==> src/rtl/cla_arbiter_pkg.sv <==
// Shared definitions for the two-requester CLA adder arbiter.
// Optional feature macro: SIGNED_OVF_EN (tag also carries operand MSBs).
package cla_arbiter_pkg;

  // Requester identifiers carried in the tag pipe
  localparam logic ID_REQ0 = 1'b0;
  localparam logic ID_REQ1 = 1'b1;

`ifdef SIGNED_OVF_EN
  localparam int TAG_W = 4;
`else
  localparam int TAG_W = 2;
`endif

  // One tag-pipe entry: valid bit, owner id and (optionally) operand sign bits
  typedef struct packed {
    logic vld;
    logic id;
`ifdef SIGNED_OVF_EN
    logic a_msb;
    logic b_msb;
`endif
  } tag_t;

endpackage

==> src/rtl/cla_arbiter_rr_arb2.sv <==
// Two-requester round-robin arbiter. The last_gnt register remembers who won
// the most recent transfer; on a tie the other requester is granted.
// Grants are forced low while reset is asserted.
module rr_arb2
  import cla_arbiter_pkg::*;
(
  input  logic clock,
  input  logic reset,
  input  logic valid0,
  input  logic valid1,
  input  logic advance,
  output logic gnt0,
  output logic gnt1
);

  logic last_gnt_reg;

  // Combinational grant: single requester wins outright, ties alternate
  always_comb begin
    gnt0 = 1'b0;
    gnt1 = 1'b0;
    if (!reset) begin
      if (valid0 && valid1) begin
        gnt0 = (last_gnt_reg == ID_REQ1);
        gnt1 = (last_gnt_reg == ID_REQ0);
      end else begin
        gnt0 = valid0;
        gnt1 = valid1;
      end
    end
  end

  // Remember the winner of each transfer; reset favours requester 0 next
  always_ff @(posedge clock) begin
    if (reset) begin
      last_gnt_reg <= ID_REQ1;
    end else if (advance) begin
      last_gnt_reg <= gnt1 ? ID_REQ1 : ID_REQ0;
    end
  end

endmodule

==> src/rtl/cla_arbiter.sv <==
// Shares one registered CLA adder between two requesters. Operands of the
// granted requester are muxed to the adder; a tag pipe of depth ADD_LAT tracks
// which requester owns each result so only the right rspN_valid pulses.
// Optional feature macro: SIGNED_OVF_EN adds rsp0_ovf/rsp1_ovf outputs.
module cla_arbiter
  import cla_arbiter_pkg::*;
#(
  parameter int WIDTH   = 32,
  parameter int ADD_LAT = 2
) (
  input  logic             clock,
  input  logic             reset,
  input  logic             req0_valid,
  output logic             req0_ready,
  input  logic [WIDTH-1:0] req0_a,
  input  logic [WIDTH-1:0] req0_b,
  input  logic             req0_ci,
  input  logic             req1_valid,
  output logic             req1_ready,
  input  logic [WIDTH-1:0] req1_a,
  input  logic [WIDTH-1:0] req1_b,
  input  logic             req1_ci,
  output logic [WIDTH-1:0] add_a,
  output logic [WIDTH-1:0] add_b,
  output logic             add_ci,
  input  logic [WIDTH-1:0] add_s,
  input  logic             add_co,
  output logic             rsp0_valid,
  output logic [WIDTH-1:0] rsp0_s,
  output logic             rsp0_co,
`ifdef SIGNED_OVF_EN
  output logic             rsp0_ovf,
  output logic             rsp1_ovf,
`endif
  output logic             rsp1_valid,
  output logic [WIDTH-1:0] rsp1_s,
  output logic             rsp1_co,
  output logic             busy
);

  logic gnt0;
  logic gnt1;
  logic transfer;
  tag_t tag_in;
  tag_t head;
  tag_t tag_reg [ADD_LAT];
  logic [ADD_LAT-1:0] vld_vec;

  assign transfer   = (req0_valid && gnt0) || (req1_valid && gnt1);
  assign req0_ready = gnt0;
  assign req1_ready = gnt1;

  rr_arb2 u_arb (
    .clock   (clock),
    .reset   (reset),
    .valid0  (req0_valid),
    .valid1  (req1_valid),
    .advance (transfer),
    .gnt0    (gnt0),
    .gnt1    (gnt1)
  );

  // Operand mux toward the adder; zeros when nobody is granted
  always_comb begin
    add_a  = '0;
    add_b  = '0;
    add_ci = 1'b0;
    if (gnt0) begin
      add_a  = req0_a;
      add_b  = req0_b;
      add_ci = req0_ci;
    end else if (gnt1) begin
      add_a  = req1_a;
      add_b  = req1_b;
      add_ci = req1_ci;
    end
  end

  // Tag entering the pipe alongside the operands sampled by the adder
  always_comb begin
    tag_in     = '0;
    tag_in.vld = transfer;
    tag_in.id  = gnt1 ? ID_REQ1 : ID_REQ0;
`ifdef SIGNED_OVF_EN
    tag_in.a_msb = add_a[WIDTH-1];
    tag_in.b_msb = add_b[WIDTH-1];
`endif
  end

  // Tag shift register, aligned so the last stage matches add_s/add_co
  always_ff @(posedge clock) begin
    if (reset) begin
      for (int i = 0; i < ADD_LAT; i++) tag_reg[i] <= '0;
    end else begin
      tag_reg[0] <= tag_in;
      for (int i = 1; i < ADD_LAT; i++) tag_reg[i] <= tag_reg[i-1];
    end
  end

  for (genvar gi = 0; gi < ADD_LAT; gi++) begin : g_vld
    assign vld_vec[gi] = tag_reg[gi].vld;
  end

  assign busy = |vld_vec;
  assign head = tag_reg[ADD_LAT-1];

  // Sum/carry pass straight through; only the valid strobe is steered
  assign rsp0_valid = head.vld && (head.id == ID_REQ0);
  assign rsp1_valid = head.vld && (head.id == ID_REQ1);
  assign rsp0_s     = add_s;
  assign rsp0_co    = add_co;
  assign rsp1_s     = add_s;
  assign rsp1_co    = add_co;

`ifdef SIGNED_OVF_EN
  logic ovf_raw;
  // Signed overflow: like-signed operands producing a sum of the other sign
  assign ovf_raw  = (head.a_msb == head.b_msb) && (add_s[WIDTH-1] != head.a_msb);
  assign rsp0_ovf = rsp0_valid && ovf_raw;
  assign rsp1_ovf = rsp1_valid && ovf_raw;
`endif

endmodule
==> config.mk <==
export PLATFORM = sky130hd
export DESIGN_NAME = cla_arbiter
export DESIGN_NICKNAME = d
export VERILOG_FILES = /design/src/rtl/cla_arbiter_pkg.sv /design/src/rtl/cla_arbiter_rr_arb2.sv /design/src/rtl/cla_arbiter.sv
export SDC_FILE = /design/constraint.sdc
export NUM_CORES = 1
export LEC_CHECK = 0
export BUFFER_PORTS_ARGS = -buffer_cell sky130_fd_sc_hd__buf_4
export CORE_AREA = 2 2 119 121
export CTS_BUF_LIST = sky130_fd_sc_hd__clkbuf_4 sky130_fd_sc_hd__clkbuf_8 sky130_fd_sc_hd__clkbuf_16
export DETAILED_ROUTE_END_ITERATION = 8
export DIE_AREA = 0 0 121 123
export REMOVE_ABC_BUFFERS = 1
export SLEW_MARGIN = 10
export SYNTH_ARGS = -nofsm -noshare
export SYNTH_HDL_FRONTEND = slang
export SYNTH_SLANG_ARGS = --single-unit
==> constraint.sdc <==
create_clock -name clock -period 1.65 [get_ports clock]
set_input_delay 0.2475 -clock clock [delete_from_list [all_inputs] [get_ports clock]]
set_output_delay 0.2475 -clock clock [all_outputs]
set_load 0.01 [all_outputs]
==> results of run 1 <==
[routing by layer]
metal,up-vias,share of wire (%),wire length [µm],GRT usage (%)
met4,2,1.2,148,2.03
met2,216,47,5850,23.8
met5,-,0.78,97,5.56
met3,8,20,2480,12.8
met1,1109,31,3900,14.5
li1,1088,-,-,-
[tightest hold or removal path, stage by stage]
cell and delay, ns:
buf_4 0.11, nor2_1 0.04, nor2_1 0.07
[where the power goes]
part | switching [mW] | total (mW) | internal (mW)
sequential | 0.00379 | 0.133 | 0.129
clock | 0.0746 | 0.411 | 0.336
combinational | 0.358 | 0.828 | 0.471
[metrics by stage]
step	instance area (µm²)	hold slack [ns]	total power [mW]	utilization, %
floorplan	1010	0.319	0.382	-
global placement	2870	0.419	0.897	21.1
detailed placement	2870	0.420	0.911	21.1
CTS	2980	0.279	1.34	21.9
global route	3090	0.317	1.46	22.7
finish	3090	0.278	1.37	22.7
[cell families after synthesis]
kind of cell / after synthesis / synth area share [%]
AOI/OAI and AO/OA: 67 / 35.2
DFF: 5 / 6.02
and+or+nand+nor: 78 / 19.2
buffers and inverters: 97 / 39.5
[worst paths after layout]
kind,start,endpoint,cells after the start
max,u_arb.last_gnt_reg$_SDFFE_PP1P_,add_a[12],5
min,req1_valid,tag_reg[0][1]$_SDFF_PP0_,3
max reg2reg,u_arb.last_gnt_reg$_SDFFE_PP1P_,tag_reg[0][0]$_SDFF_PP0_,4
min reg2reg,tag_reg[0][0]$_SDFF_PP0_,tag_reg[0][2]$_SDFF_PP0_,1
[what timing repair did]
item,in CTS,in global routing
cloned,1,1
setup buffers,0,2
setup endpoints to repair,28,31
gates resized for setup,2,10
pin swaps,0,4
[cell usage in the layout, fill, tap and decap left out, types with 2 or more instances in the layout]
cell | synthesis | final
a32oi_1 | 65 | 56
dfxtp_1 | 5 | 4
nor2_1 | 68 | 68
clkbuf_16 | 0 | 4
buf_12 | 0 | 4
nor2b_1 | 5 | 5
nand2_1 | 2 | 2
buf_4 | 67 | 207
a32oi_2 | 0 | 9
[final cells by class]
class                           instances  area (µm²)  area share, %
Multi-Input combinational cell        145         981           31.7
Tap cell                              180         225           7.28
Inverter                                1        3.75          0.121
Sequential cell                         5         101           3.28
Timing Repair Buffer                  214        1700           54.9
Clock buffer                            4        82.6           2.67
==> key figures, run 1 <==
Routing
  – Pre-Repair DR Iteration Count: 4
  – Post-Route WL: 12500 µm
  – Vias/cell: about 4.4
  – # DRC: 0
  – Wirelength per Cell: between 20 and 25 µm
  – ANT nets after route: 0
  – Iter 0 DRT Violations: 85
  – Vias: roughly 2400

Logic synthesis
  – Async SR Flop Fraction: 0%
  – Cells after synthesis: around 250
  – Synth unique cells: 15
  – Post-synth top area share: 34.2%
  – Mapped Area: 1660 µm²
  – Count leader, synth: nor2_1
  – Most frequent cells after synthesis: 68 x nor2_1, 67 x buf_4, 65 x a32oi_1
  – Cell taking the most area after synthesis: a32oi_1
  – Sequential cell area fraction in the yosys report: ~6%
  – Post-synthesis average cell area: about 6.7 µm²
  – Top cells by area, synth: a32oi_1 34%, buf_4 30%, nor2_1 15%
  – Main synth FF type: dfxtp_1
  – EDFF count, synth: 0
  – Syn. warnings: 0
  – Register bit total from synthesis: 5

Flow run
  – Max-cap viol count: 0

Finish
  – Layout Cells excl Fill: ~550
  – Layout cells sized above 1: about 63%
  – Synth-to-layout area growth: 85.8%
  – Layout Nets: about 540
  – Antenna Cells: 0
  – Filler cells: between 1500 and 2000
  – Flip-flop count of the largest register after layout: 4

Clock tree
  – H-tree depth: 1
  – Clock sink count: 5
  – Worst-path clk slew: about 0.030 ns
  – Cts hold-fix bufs: 0
  – Worst-skew pair later-pin latency: between 0.2 and 0.25 ns
  – Root Buffer: clkbuf_16
  – CTS buffer count: 3
  – Clock buffer depth: 2
  – CTS tree: built

GRT
  – GR Util All Layers: between 10 and 15%
  – Vias in the first global route: about 2200
  – First-pass GRT wire length: 15800 µm
  – Pin count of the biggest net entering global routing: 73
  – Initial antenna violation count: 0
  – Gr ovfl total: 0

Place
  – GP Congestion: around 0.94
  – # port buffers: 203
  – Pre-CTS setup slack: between 0.15 and 0.2 ns
  – Placed insts: roughly 540
  – Final HPWL from detailed placement: 10000 µm

Timing
  – Fmax: around 600 MHz
  – Relative slew margins: 72.2%
  – Final hold vios: 0
  – Tightest Pin Transition: around 0.42 ns
  – Setup Viol. Count Final: 0
  – Pins Over Slew Limit: 0
  – Tcrit/Tclk final: between 90% and 100%
  – Min Clock Period, post-route: about 1.6 ns
  – Skew final: roughly 0.00039 ns
  – Unrepaired setup endpoints after global routing: true
  – TNS Setup: 0 ns
  – Final worst slack: between 0.015 and 0.02 ns

Critical path
  – Buffers & Inverters on Critical Path: 2
  – R2R setup slack: 0.68 ns
  – Worst Path Arrival: around 1.4 ns
  – CP Data Required Time: around 1.4 ns
  – Startpoint Class: register
  – Critical path's slowest cell: dfxtp_2
  – CP peak stage delay: between 0.3 and 0.4 ns
  – CP max FO: 27
  – Crit path max-delay family: flip-flops
  – Critical path class: register to output port
  – Critical-path cell list: nand2b_4 -> buf_12 -> a32oi_2 -> nor2_1 -> buf_4
  – Critical Path Sink Type: output port

Floorplan
  – Core ar.: 13600 µm²
  – DIE AREA: about 15000 µm²
  – Die W: roughly 120 µm
  – Die H: roughly 120 µm
  – FP Rows: 43
  – IO Count: roughly 300
  – Starting Density: roughly 12%

Outcome
  – Status: completed

Power and ir drop
  – P_leak: ~1.5 nW
  – Power Density: roughly 440 nW/µm²
  – Max IR drop VDD: around 0.3 mV

Hold path
  – Hold WC Path Type: input port to register
(Power assumes the default switching activity.)
==> run 2: changes to the inputs <==
==> constraint.sdc (replaced) <==
create_clock -name clock -period 1.7 [get_ports clock]
set_input_delay 0.255 -clock clock [delete_from_list [all_inputs] [get_ports clock]]
set_output_delay 0.255 -clock clock [all_outputs]
set_load 0.01 [all_outputs]
==> run 2 against run 1 <==
Net effect: sequential power is 3% lower; worst hold slack better by 0.0081 ns; routed wire length is 2.1% lower; clock skew hardly changed; register-to-register slack better by 0.08 ns; count of clock-buffer cells in the layout stayed put; combinational power is 6.3% lower; largest cell class unchanged; largest power group unchanged; highest routed layer unchanged.
==> key figures, run 2 (synthesis results as in run 1) <==
Outcome
  – Status: completed

Clock tree
  – Post-CTS Setup Bufs: 0 (unchanged)
  – H-tree depth: 1 (unchanged)
  – Clock buffer depth: 2 (unchanged)
  – Clock sink count: 5 (unchanged)
  – CTS tree: built
  – Cts hold-fix bufs: 0 (unchanged)
  – Root Buffer: clkbuf_16
  – Worst-path clk slew: 0.03 ns (about the same)
  – CTS buffer count: 3 (unchanged)
  – Worst-skew pair later-pin latency: 0.22 ns (about the same)

Critical path
  – Worst Path Arrival: 1.42 ns (+0.04 ns)
  – Startpoint Class: register
  – Critical Path Sink Type: output port
  – CP max FO: 27 (unchanged)
  – Critical path class: register to output port
  – Critical path's slowest cell: dfxtp_2
  – CP Data Required Time: 1.44 ns (+0.04 ns)
  – CP peak stage delay: 0.33 ns (about the same)
  – Critical-path cell list: nand2b_4 -> buf_16 -> a32oi_1 -> nor2_1 -> buf_4

Power and ir drop
  – P_leak: 1.43 nW (-1.9%)
  – Max IR drop VDD: 0.294 mV (-1.5%)
  – Power Density: 433 nW/µm² (-2.5%)

GRT
  – First-pass GRT wire length: 15300 µm (-2.8%)
  – GR Util All Layers: 14.4% (-0.41 points)
  – Gr ovfl total: 0 (unchanged)
  – Initial antenna violation count: 0 (unchanged)
  – Vias in the first global route: 2163 (-1.1%)
  – Pin count of the biggest net entering global routing: 73 (unchanged)

Timing
  – Min Clock Period, post-route: approximately 1.7 ns
  – Final worst slack: 0.0267 ns (+0.00775 ns)
  – Skew final: 0.000593 ns (+0.000207 ns)
  – Fmax: about 600 MHz
  – Tcrit/Tclk final: 98.4%
  – Final hold vios: 0 (unchanged)
  – Setup Viol. Count Final: 0 (unchanged)
  – Unrepaired setup endpoints after global routing: true
  – Relative slew margins: 73.0% (+0.82 points)
  – Tightest Pin Transition: 0.405 ns (-0.0124 ns)
  – Pins Over Slew Limit: 0 (unchanged)

Place
  – Placed insts: 541 (unchanged)
  – GP Congestion: 0.936 (unchanged)
  – Placed instance area: 2870 µm² (unchanged)
  – Pre-CTS setup slack: 0.217 ns (+0.0425 ns)
  – # port buffers: 203 (unchanged)
  – Final HPWL from detailed placement: 10000 µm (unchanged)

Finish
  – Synth-to-layout area growth: 81.2%
  – Layout Nets: 534 (-0.56%)
  – Layout Cells excl Fill: 546 (-0.55%)
  – Antenna Cells: 0 (unchanged)
  – Design area: 3020 µm² (-2.5%)
  – Layout cells sized above 1: 60.4% (-2.2 points)
  – Core Util, Final: 22.2% (-0.56 points)
  – Flip-flop count of the largest register after layout: 4 (unchanged)
  – Most frequent cells in the layout: 205 x buf_4, 68 x nor2_1, 63 x a32oi_1, 5 x nor2b_1
  – Commonest non-fill, non-tap cell in the layout: buf_4

Floorplan
  – IO Count: 303 (unchanged)
  – Die W: 121 µm (unchanged)
  – DIE AREA: 14900 µm² (unchanged)
  – Die H: 123 µm (unchanged)
  – Starting Density: 12.2% (unchanged)
  – FP Rows: 43 (unchanged)
  – Core ar.: 13600 µm² (unchanged)

Routing
  – Vias/cell: 4.38 (-0.78%)
  – Pre-Repair DR Iteration Count: 5 (+1)
  – Vias: 2391 (-1.3%)
  – Iter 0 DRT Violations: 118 (+39%)
  – Wirelength per Cell: 22.4 µm (-1.6%)
  – # DRC: 0 (unchanged)
  – Post-Route WL: 12200 µm (-2.1%)
  – ANT nets after route: 0 (unchanged)

Flow run
  – Max-cap viol count: 0 (unchanged)

Hold path
  – Hold WC Path Type: input port to register
-- run 2: path summary, 6_finish.rpt --
kind,startpoint,end,slack [ns],cells past startpoint
worst max-delay path,u_arb.last_gnt_reg$_SDFFE_PP1P_,add_b[2],0.03,5
worst min-delay path,req1_valid,tag_reg[0][1]$_SDFF_PP0_,0.29,3
worst max register to register,u_arb.last_gnt_reg$_SDFFE_PP1P_,tag_reg[0][0]$_SDFF_PP0_,0.76,3
worst min register to register,tag_reg[0][0]$_SDFF_PP0_,tag_reg[0][2]$_SDFF_PP0_,0.43,1
-- run 2: layout make-up --
cell class | count | area [µm²]
tap | 180 | 225
fill | 1510 | 10600
timing repair buffer | 211 | 1660
inverter | 1 | 3.75
multi-input combinational | 145 | 940
clock buffer | 4 | 82.6
sequential | 5 | 101
-- run 2: metrics by stage --
| step | power, mW | TNS, ns | hold slack, ns |
|---|---|---|---|
| after detailed placement | 0.884 | 0 | 0.420 |
| final | 1.30 | 0 | 0.286 |
| after global placement | 0.871 | 0 | 0.419 |
| after floorplan | 0.371 | -38.48 | 0.327 |
| after global routing | 1.39 | -0.0161 | 0.324 |
| after CTS | 1.29 | 0 | 0.286 |
-- run 2: worst max-delay path, delay by kind of cell (launching register included) --
family,cells,cell delay (ns)
buffers and inverters,2,0.34
and+or+nand+nor,2,0.27
DFF,1,0.33
AOI/OAI and AO/OA,1,0.25
-- run 2: repair_timing --
| item | 4_1_cts | 5_1_grt |
|---|---|---|
| cloned | 0 | 1 |
| resized for setup | 1 | 5 |
| setup endpoints to repair | 1 | 11 |
-- run 2: routing by layer --
metal  up-vias  global-route usage [%]  part of all wire, %  routed length [µm]
met5         -                    5.56                 0.81                  99
met4         2                   0.945                 0.34                  42
met1      1087                    13.8                   31                3840
met3         6                    12.8                   20                2420
met2       214                    23.7                   48                5810
li1       1082                       -                    -                   -
-- run 2: report_power, final --
group	internal (mW)	leakage, nW	switching, mW	total (mW)
logic	0.441	1.35	0.336	0.776
clock network	0.326	0.0416	0.0728	0.399
registers	0.125	0.0413	0.00375	0.129
